**config.mk**
```make
export PLATFORM = sky130hd
export DESIGN_NAME = prog_checker_wdog
export DESIGN_NICKNAME = d
export VERILOG_FILES = /design/src/rtl/prog_checker_wdog.sv
export SDC_FILE = /design/constraint.sdc
export NUM_CORES = 1
export LEC_CHECK = 0
export CAP_MARGIN = 25
export CORE_ASPECT_RATIO = 1.5
export CORE_MARGIN = 1.5
export CORE_UTILIZATION = 30
export DETAILED_ROUTE_END_ITERATION = 8
export GPL_ROUTABILITY_DRIVEN = 0
export PLACE_DENSITY = 0.59
export SYNTH_ARGS = -nofsm -noshare
export SYNTH_HDL_FRONTEND = slang
export SYNTH_SLANG_ARGS = --single-unit
```
**constraint.sdc**
```tcl
create_clock -name CLK -period 1.5 [get_ports CLK]
set_input_delay 0.3 -clock CLK [delete_from_list [all_inputs] [get_ports CLK]]
set_output_delay 0.3 -clock CLK [all_outputs]
set_load 0.05 [all_outputs]
```
**src/rtl/prog_checker_wdog.sv**
```systemverilog
// Cycle watchdog: counts while enabled, clears on request, flags when the
// count equals LIMIT. Standalone so other bench top-levels can reuse it.
module prog_checker_wdog #(
  parameter int                WDOG_W = 16,
  parameter logic [WDOG_W-1:0] LIMIT  = '1
) (
  input  logic CLK,
  input  logic reset,
  input  logic clr,
  input  logic en,
  output logic expired
);

  logic [WDOG_W-1:0] count;
  localparam logic [WDOG_W-1:0] ONE = WDOG_W'(1);

  // Counter: clear has priority over enable.
  always_ff @(posedge CLK) begin
    if (reset)    count <= '0;
    else if (clr) count <= '0;
    else if (en)  count <= count + ONE;
  end

  assign expired = (count == LIMIT);

endmodule

```
==> tab_implementation.tex, run 1 <==
\begin{tabular}{lr}
\hline
Metric & Value \\
\hline
\multicolumn{2}{l}{\textbf{Run status}} \\
\quad Status & finished with violations \\
\quad Violated checks & setup timing \\
\multicolumn{2}{l}{\textbf{Finish}} \\
\quad Multi-input logic area & between 400 and 500 sq um \\
\quad Register ranked first by flip-flop count & count \\
\quad Layout area overhead & 50.7\% \\
\quad Final cell area excluding filler cells & 1100 sq um \\
\quad Area taken by flip-flops and latches & 339 sq um \\
\quad Fraction of layout instances using a drive strength above 1 & 48.2\% \\
\quad Registers with the highest flip-flop counts & count x16 \\
\quad Number of fill cells & roughly 220 \\
\quad Number of nets in the final layout & $\sim$120 \\
\quad Count of antenna diodes in the layout & 0 \\
\quad Flip-flop count of the largest register after layout & 16 \\
\multicolumn{2}{l}{\textbf{Worst setup path}} \\
\quad Depth of the worst register-to-register path & 5 \\
\quad Endpoint class of the critical path & output pin \\
\quad Critical path peak fanout & 3 \\
\quad WS Path Type & reg2out \\
\quad Critical path data arrival time & approximately 1.4 ns \\
\quad CP Launch Point & count[5]\$\_SDFFE\_PP0P\_ \\
\quad Launch instance of the worst register-to-register path & count[9]\$\_SDFFE\_PP0P\_ \\
\quad R2R setup slack & -0.02 ns \\
\quad Type of element launching the critical path & flop \\
\quad Required time at the endpoint of the critical path & 1.20 ns \\
\quad R2R Path End & count[14]\$\_SDFFE\_PP0P\_ \\
\multicolumn{2}{l}{\textbf{Yosys}} \\
\quad Warnings, synthesis & 0 \\
\quad EDFF count, synth & 0 \\
\quad Seq cells post-synth & 16 \\
\quad Distinct cell type count of the synthesized netlist & 26 \\
\quad Share of synthesized flip-flops with an asynchronous set or reset & 0\% \\
\quad Top\_reg\_cell synth & sky130\_fd\_sc\_hd\_\_dfxtp\_1 \\
\quad Total nets after synthesis & 89 \\
\quad Sequential-to-total area share from yosys stat & between 40\% and 50\% \\
\quad Average footprint of a synthesized cell & between 8 and 9 sq um \\
\quad Post-synthesis instance total & between 80 and 90 \\
\quad Post-synthesis instance area & $\sim$730 sq um \\
\multicolumn{2}{l}{\textbf{STA}} \\
\quad Final setup violation count & 2 \\
\quad Rel. slew slack & 77.6\% \\
\quad Ratio of final minimum period to clock period & 110\% \\
\quad Final Max Slew Viols & 0 \\
\quad Final-layout worst hold slack & 0.485 ns \\
\quad Smallest setup slack after layout & -0.148 ns \\
\quad Transition time of the tightest slew-check pin & 0.332 ns \\
\quad Post-layout min period & 1.65 ns \\
\quad Skew final & roughly 0.0095 ns \\
\quad Endpoints failing hold & 0 \\
\quad RSZ-0062 raised after global routing & yes \\
\quad Maximum operating frequency & between 0.6 and 0.7 GHz \\
\multicolumn{2}{l}{\textbf{Clocking}} \\
\quad Total of hold buffers inserted after clock tree synthesis & 0 \\
\quad CTS max path bufs & 2 \\
\quad Skew-Pair Late Insertion Delay & 0.29 ns \\
\quad Total CTS buffers & 3 \\
\quad CTS tree & done \\
\quad \# clock sinks & 16 \\
\quad Clk pin slew, worst setup/hold paths & 0.08 ns \\
\quad H-Tree Level Count & 1 \\
\quad Clock root cell & sky130\_fd\_sc\_hd\_\_clkbuf\_4 \\
\multicolumn{2}{l}{\textbf{Route}} \\
\quad Initial DRC Count & 9 \\
\quad Count of antenna-violating nets left after detailed routing & 0 \\
\quad Via density per instance & about 5.0 \\
\quad Routed wirelength normalized by instance count & 12.1 um \\
\quad Residual DRC count & 0 \\
\quad Number of iterations in the first detailed-routing pass & 4 \\
\quad Vias post-DR & 680 \\
\quad Aggregate routed wire length & between 1500 and 2000 um \\
\multicolumn{2}{l}{\textbf{Floorplanning}} \\
\quad Top-Level Pins & 5 \\
\quad \# rows & 21 \\
\quad Die X-Extent & between 40 and 50 um \\
\quad Die Outline Area & $\sim$2800 sq um \\
\quad Initial cell density of the core & roughly a third \\
\quad Floorplan die height & about 64 um \\
\quad Core box area & $\sim$2300 sq um \\
\multicolumn{2}{l}{\textbf{Power and ir drop}} \\
\quad Comb pwr share & 5.0\% \\
\quad Share of total power in the clock network & about 33\% \\
\quad Cell-internal power & 0.000537 W \\
\quad Power per standard cell area & roughly 630 nW/um\^{}2 \\
\quad Total Power & between 0.0006 and 0.0007 W \\
\quad Static leakage & about 0.42 nW \\
\quad Switching Power & roughly 0.00015 W \\
\quad Share of total power consumed by net switching & about 22\% \\
\quad Worst IR drop on VDD & around 0.42 mV \\
\quad Sequential group share of total power & 61.7\% \\
\multicolumn{2}{l}{\textbf{Min path}} \\
\quad Hold Path Depth & 2 \\
\quad Beginning of the worst hold path & count[14]\$\_SDFFE\_PP0P\_ \\
\quad Path class of the lowest-slack min-delay path & reg2reg \\
\quad End point of the worst hold path & count[14]\$\_SDFFE\_PP0P\_ \\
\multicolumn{2}{l}{\textbf{Job}} \\
\quad Number of maximum-capacitance constraint violations & 0 \\
\multicolumn{2}{l}{\textbf{Global routing}} \\
\quad First-pass GRT wire length & between 2000 and 3000 um \\
\quad Antenna violations before repair & 0 \\
\quad Maximum number of pins on one net before global-route repair & 16 \\
\quad Grt total ovfl & 0 \\
\quad Number of global-route vias before repair & approximately 650 \\
\quad GRT Total Usage & a little over an eighth \\
\multicolumn{2}{l}{\textbf{Place}} \\
\quad Post-Place Setup Slack & -0.327 ns \\
\quad Post-detailed-placement cell area & about 970 sq um \\
\quad Post-DP HPWL & 1110 um \\
\quad IO Port Bufs & 4 \\
\hline
\end{tabular}
==> worst max-delay path by stage <==
stage                                   to  cells past startpoint  slack (ns)
floorplan                          expired                      3      0.0008
global placement    count[12]$_SDFFE_PP0P_                      6       -0.30
detailed placement  count[12]$_SDFFE_PP0P_                      6       -0.33
CTS                                expired                      4       -0.23
global route                       expired                      4       -0.20
finish                             expired                      4       -0.15
==> final cells by class <==
type,instances,share of cell area [%]
multi-input combinational,62,40.5
sequential,16,30.7
timing repair buffer,30,23.1
tap,23,2.60
clock buffer,3,2.04
inverter,3,1.02
==> what timing repair did <==
action / CTS / global route
buffers inserted: 2 / 4
resized for setup: 4 / 18
pin swaps: 5 / 8
endpoints found under the setup margin: 3 / 5
==> critical path, cell delays in order, from the launching register on <==
cell                      delay [ns]
sky130_fd_sc_hd__dfxtp_2        0.35
sky130_fd_sc_hd__and3_4         0.19
sky130_fd_sc_hd__nand4_1        0.12
sky130_fd_sc_hd__nor3_4         0.24
sky130_fd_sc_hd__buf_12         0.16
==> power by group through the flow <==
stage / sequential [W] / combinational, W / clock [W]
after floorplan: 0.000438 / 0.0000159 / 0
after global placement: 0.000437 / 0.0000337 / 0
after detailed placement: 0.000437 / 0.0000343 / 0
after CTS: 0.000427 / 0.0000344 / 0.000236
after global routing: 0.000427 / 0.0000395 / 0.000254
final: 0.000426 / 0.0000347 / 0.000230
==> cell usage after synthesis, drive strengths merged, types with 2 or more instances <==
cell	count	area share, %
nand3	6	4.1
inv	3	1.5
clkbuf	2	1.0
nor3	4	2.7
nand2	4	2.0
nor4	3	2.6
a21oi	2	1.4
xor2	4	4.8
xnor2	8	9.6
nor2	15	7.7
or2	2	2.0
nand4	4	4.3
dfxtp	16	44
==> stage by stage <==
stage	std cells	setup TNS [ns]	utilization, %
2_1_floorplan	84	0	-
3_3_place_gp	128	-1.66	42.5
3_5_place_dp	128	-1.96	42.5
4_1_cts	133	-0.367	44.3
5_1_grt	137	-0.349	48.3
6_report	137	-0.168	48.3
==> cells by family after synthesis <==
kind of cell,synth area share [%]
multiplexers,1.37
adder cells (fa/ha/maj),1.71
AO/OA/AOI/OAI,5.80
XOR/XNOR,14.3
buffers and inverters,3.24
flip-flops,43.7
AND/OR/NAND/NOR,29.9
==> layout by cell type (no fill, tap or decap), drive strengths merged <==
master and count:
buf 27, dfxtp 16, nor2 15, xnor2 8, nand3 6, nand2 4, xor2 4, nand4 4
nor3 4, inv 3, clkbuf 3, nor4 3, clkdlybuf4s50 2, or2 2, a21oi 2, and3 1
and4 1, mux2i 1, o41ai 1, or4b 1, a211oi 1, a31o 1, o31ai 1, or4 1
ha 1, dlymetal6s2s 1
==> routing by layer <==
layer | vias to the layer above | GRT usage, % | share of wire, %
li1 | 357 | - | -
met5 | - | 0 | 0
met4 | 0 | 7.95 | 2.5
met2 | 6 | 24.4 | 54
met1 | 312 | 13.1 | 42
met3 | 5 | 1.72 | 1.4
(Power assumes the default switching activity.)
==> run 2: changes to the inputs <==
--- a/config.mk
+++ b/config.mk
@@ -5,9 +5,8 @@
 export SDC_FILE = /design/constraint.sdc
 export NUM_CORES = 1
 export LEC_CHECK = 0
-export CAP_MARGIN = 25
 export CORE_ASPECT_RATIO = 1.5
-export CORE_MARGIN = 1.5
+export CORE_MARGIN = 1
 export CORE_UTILIZATION = 30
 export DETAILED_ROUTE_END_ITERATION = 8
 export GPL_ROUTABILITY_DRIVEN = 0
==> tab_implementation.tex, run 2 (synthesized netlist as in run 1, its figures left out) <==
\begin{tabular}{lr}
\hline
Metric & Value \\
\hline
\multicolumn{2}{l}{\textbf{Global routing}} \\
\quad First-pass GRT wire length & 3040 um (+13\%) \\
\quad Maximum number of pins on one net before global-route repair & 10 (-6) \\
\quad GRT Total Usage & 14.8\% (+1.6 points) \\
\quad Antenna violations before repair & 0 (unchanged) \\
\quad Grt total ovfl & 0 (unchanged) \\
\quad Number of global-route vias before repair & 740 (+15\%) \\
\multicolumn{2}{l}{\textbf{Route}} \\
\quad Number of iterations in the first detailed-routing pass & 4 (unchanged) \\
\quad Aggregate routed wire length & 1760 um (+6.1\%) \\
\quad Via density per instance & 4.88 (-1.7\%) \\
\quad Count of antenna-violating nets left after detailed routing & 0 (unchanged) \\
\quad Residual DRC count & 0 (unchanged) \\
\quad Routed wirelength normalized by instance count & 12.3 um (+1.6\%) \\
\quad Initial DRC Count & 12 (+3) \\
\quad Vias post-DR & 698 (+2.6\%) \\
\multicolumn{2}{l}{\textbf{Power and ir drop}} \\
\quad Share of total power in the clock network & 38.0\% (+4.7 points) \\
\quad Share of total power consumed by net switching & 20.8\% (-1.4 points) \\
\quad Sequential group share of total power & 56.8\% (-4.9 points) \\
\quad Worst IR drop on VDD & 0.386 mV (-7.6\%) \\
\quad Comb pwr share & 5.2\% (+0.2 points) \\
\quad Switching Power & 0.000156 W (+1.9\%) \\
\quad Power per standard cell area & 648 nW/um\^{}2 (+3.6\%) \\
\quad Cell-internal power & 0.000595 W (+11\%) \\
\quad Static leakage & 0.442 nW (+5.0\%) \\
\multicolumn{2}{l}{\textbf{Finish}} \\
\quad Number of nets in the final layout & 126 (+4.1\%) \\
\quad Number of fill cells & 208 (-4.1\%) \\
\quad Multi-input logic area & 462 sq um (+3.1\%) \\
\quad Count of antenna diodes in the layout & 0 (unchanged) \\
\quad Leading cell type in the layout, fill and taps excluded & sky130\_fd\_sc\_hd\_\_buf\_4 \\
\quad Share of the core filled with cells & 51.3\% (+3.0 points) \\
\quad Flip-flop count of the largest register after layout & 16 (unchanged) \\
\quad Layout area overhead & 58.2\% \\
\quad Most used cells in the layout excluding fill and tap cells & sky130\_fd\_sc\_hd\_\_buf\_4, sky130\_fd\_sc\_hd\_\_nor2\_1, sky130\_fd\_sc\_hd\_\_dfxtp\_2 \\
\quad Fraction of layout instances using a drive strength above 1 & 50.0\% (+1.8 points) \\
\quad Area taken by flip-flops and latches & 335 sq um (-1.1\%) \\
\quad Registers with the highest flip-flop counts & count x16 \\
\quad Register ranked first by flip-flop count & count \\
\quad Post-Layout Cell Count & 143 (+4.4\%) \\
\multicolumn{2}{l}{\textbf{STA}} \\
\quad Ratio of final minimum period to clock period & 111\% (+1.5 points) \\
\quad Smallest setup slack after layout & -0.171 ns (-0.0231 ns) \\
\quad Skew final & 0.00126 ns (-0.00827 ns) \\
\quad RSZ-0062 raised after global routing & yes \\
\quad Rel. slew slack & 79.3\% (+1.6 points) \\
\quad Transition time of the tightest slew-check pin & 0.308 ns (-0.0241 ns) \\
\quad Setup TNS Final & -0.300 ns (-0.132 ns) \\
\quad Maximum operating frequency & 0.598 GHz (-1.4\%) \\
\quad Post-layout min period & 1.67 ns (+0.0231 ns) \\
\quad Endpoints failing hold & 0 (unchanged) \\
\quad Final Max Slew Viols & 0 (unchanged) \\
\quad Final setup violation count & 3 (+1) \\
\multicolumn{2}{l}{\textbf{Worst setup path}} \\
\quad Critical path data arrival time & 1.37 ns (+0.02 ns) \\
\quad Biggest cell delay along the critical path & 0.37 ns (+0.02 ns) \\
\quad Slowest library cell on the worst path & sky130\_fd\_sc\_hd\_\_dfxtp\_4 \\
\quad Critical path peak fanout & 3 (unchanged) \\
\quad CP Launch Point & count[3]\$\_SDFFE\_PP0P\_ \\
\quad Type of element launching the critical path & flop \\
\quad Endpoint class of the critical path & output pin \\
\quad Required time at the endpoint of the critical path & 1.20 ns (about the same) \\
\quad List of cells traversed by the critical path & and3\_4, nand4\_1, nor3\_4, buf\_12 \\
\quad Cell class contributing the biggest share of worst-path delay & simple AND/OR/NAND/NOR gates \\
\quad WS Path Type & reg2out \\
\quad Launch instance of the worst register-to-register path & count[0]\$\_SDFFE\_PP0P\_ \\
\quad Worst Path Buf+Inv & 1 (unchanged) \\
\multicolumn{2}{l}{\textbf{Clocking}} \\
\quad \# clock sinks & 16 (unchanged) \\
\quad Skew-Pair Late Insertion Delay & 0.28 ns (about the same) \\
\quad CTS max path bufs & 2 (unchanged) \\
\quad Total CTS buffers & 3 (unchanged) \\
\quad CTS tree & done \\
\quad H-Tree Level Count & 1 (unchanged) \\
\quad Total of hold buffers inserted after clock tree synthesis & 0 (unchanged) \\
\quad Clk pin slew, worst setup/hold paths & 0.10 ns (+0.02 ns) \\
\quad Clock root cell & sky130\_fd\_sc\_hd\_\_clkbuf\_4 \\
\multicolumn{2}{l}{\textbf{Floorplanning}} \\
\quad \# rows & 21 (unchanged) \\
\quad Core box area & 2260 sq um (-1.1\%) \\
\quad Die X-Extent & 42.4 um (-2.3\%) \\
\quad Floorplan die height & 62.6 um (-1.6\%) \\
\quad Initial cell density of the core & 32.4\% (+0.37 points) \\
\quad Die Outline Area & 2650 sq um (-3.8\%) \\
\quad Top-Level Pins & 5 (unchanged) \\
\multicolumn{2}{l}{\textbf{Min path}} \\
\quad Path class of the lowest-slack min-delay path & reg2reg \\
\quad Beginning of the worst hold path & count[14]\$\_SDFFE\_PP0P\_ \\
\multicolumn{2}{l}{\textbf{Run status}} \\
\quad Status & finished with violations \\
\quad Violated checks & setup timing \\
\multicolumn{2}{l}{\textbf{Job}} \\
\quad Number of maximum-capacitance constraint violations & 0 (unchanged) \\
\multicolumn{2}{l}{\textbf{Place}} \\
\quad Post-DP HPWL & 1240 um (+12\%) \\
\quad IO Port Bufs & 4 (unchanged) \\
\quad Placed instance count & 127 (-0.78\%) \\
\hline
\end{tabular}
-- run 2: layout make-up --
type / count / area share, %
Clock buffer: 4 / 3.13
Timing Repair Buffer: 35 / 24.7
Inverter: 3 / 0.971
Tap cell: 23 / 2.48
Sequential cell: 16 / 28.9
Multi-Input combinational cell: 62 / 39.8
-- run 2: worst register-to-register path: stages, from the launching register on --
cell and delay (ns):
sky130_fd_sc_hd__dfxtp_2 0.37, sky130_fd_sc_hd__ha_4 0.14, sky130_fd_sc_hd__buf_4 0.10, sky130_fd_sc_hd__nand3_1 0.14, sky130_fd_sc_hd__nor2_2 0.15, sky130_fd_sc_hd__or4b_4 0.48, sky130_fd_sc_hd__a21oi_2 0.14
-- run 2: layer usage --
metal | global-route usage, % | wire (um)
met3 | 2.02 | 34
met1 | 15.5 | 702
met4 | 9.77 | 35
met5 | 0 | 0
met2 | 26.2 | 989
-- run 2: worst paths after layout --
| path | to | slack [ns] | cells after the start |
|---|---|---|---|
| setup reg to reg | count[14]$_SDFFE_PP0P_ | -0.08 | 6 |
| setup / recovery | expired | -0.17 | 4 |
| hold reg to reg | count[14]$_SDFFE_PP0P_ | 0.49 | 2 |
| hold / removal | count[14]$_SDFFE_PP0P_ | 0.49 | 2 |
-- run 2: what timing repair did --
item	4_1_cts	5_1_grt
pin swaps	5	5
buffers inserted	3	9
gates cloned	0	0
resized for setup	5	14
endpoints found under the setup margin	3	5
hold endpoints to repair	0	0
-- run 2: stage by stage --
step                hold slack (ns)  power (W)  worst slack [ns]  area (sq um)
finish                        0.486   0.000752            -0.171          1160
global route                  0.517   0.000790            -0.257          1160
CTS                           0.493   0.000764            -0.236          1040
detailed placement            0.468   0.000474            -0.272           963
global placement              0.460   0.000473            -0.265           963
floorplan                     0.448   0.000454          0.000757           754
-- run 2: power by group through the flow --
| stage | sequential [W] | combinational (W) | clock (W) |
|---|---|---|---|
| 6_report | 0.000427 | 0.0000394 | 0.000286 |
| 3_3_place_gp | 0.000437 | 0.0000361 | 0 |
| 2_1_floorplan | 0.000438 | 0.0000159 | 0 |
| 4_1_cts | 0.000427 | 0.0000366 | 0.000300 |
| 5_1_grt | 0.000427 | 0.0000437 | 0.000319 |
| 3_5_place_dp | 0.000437 | 0.0000364 | 0 |
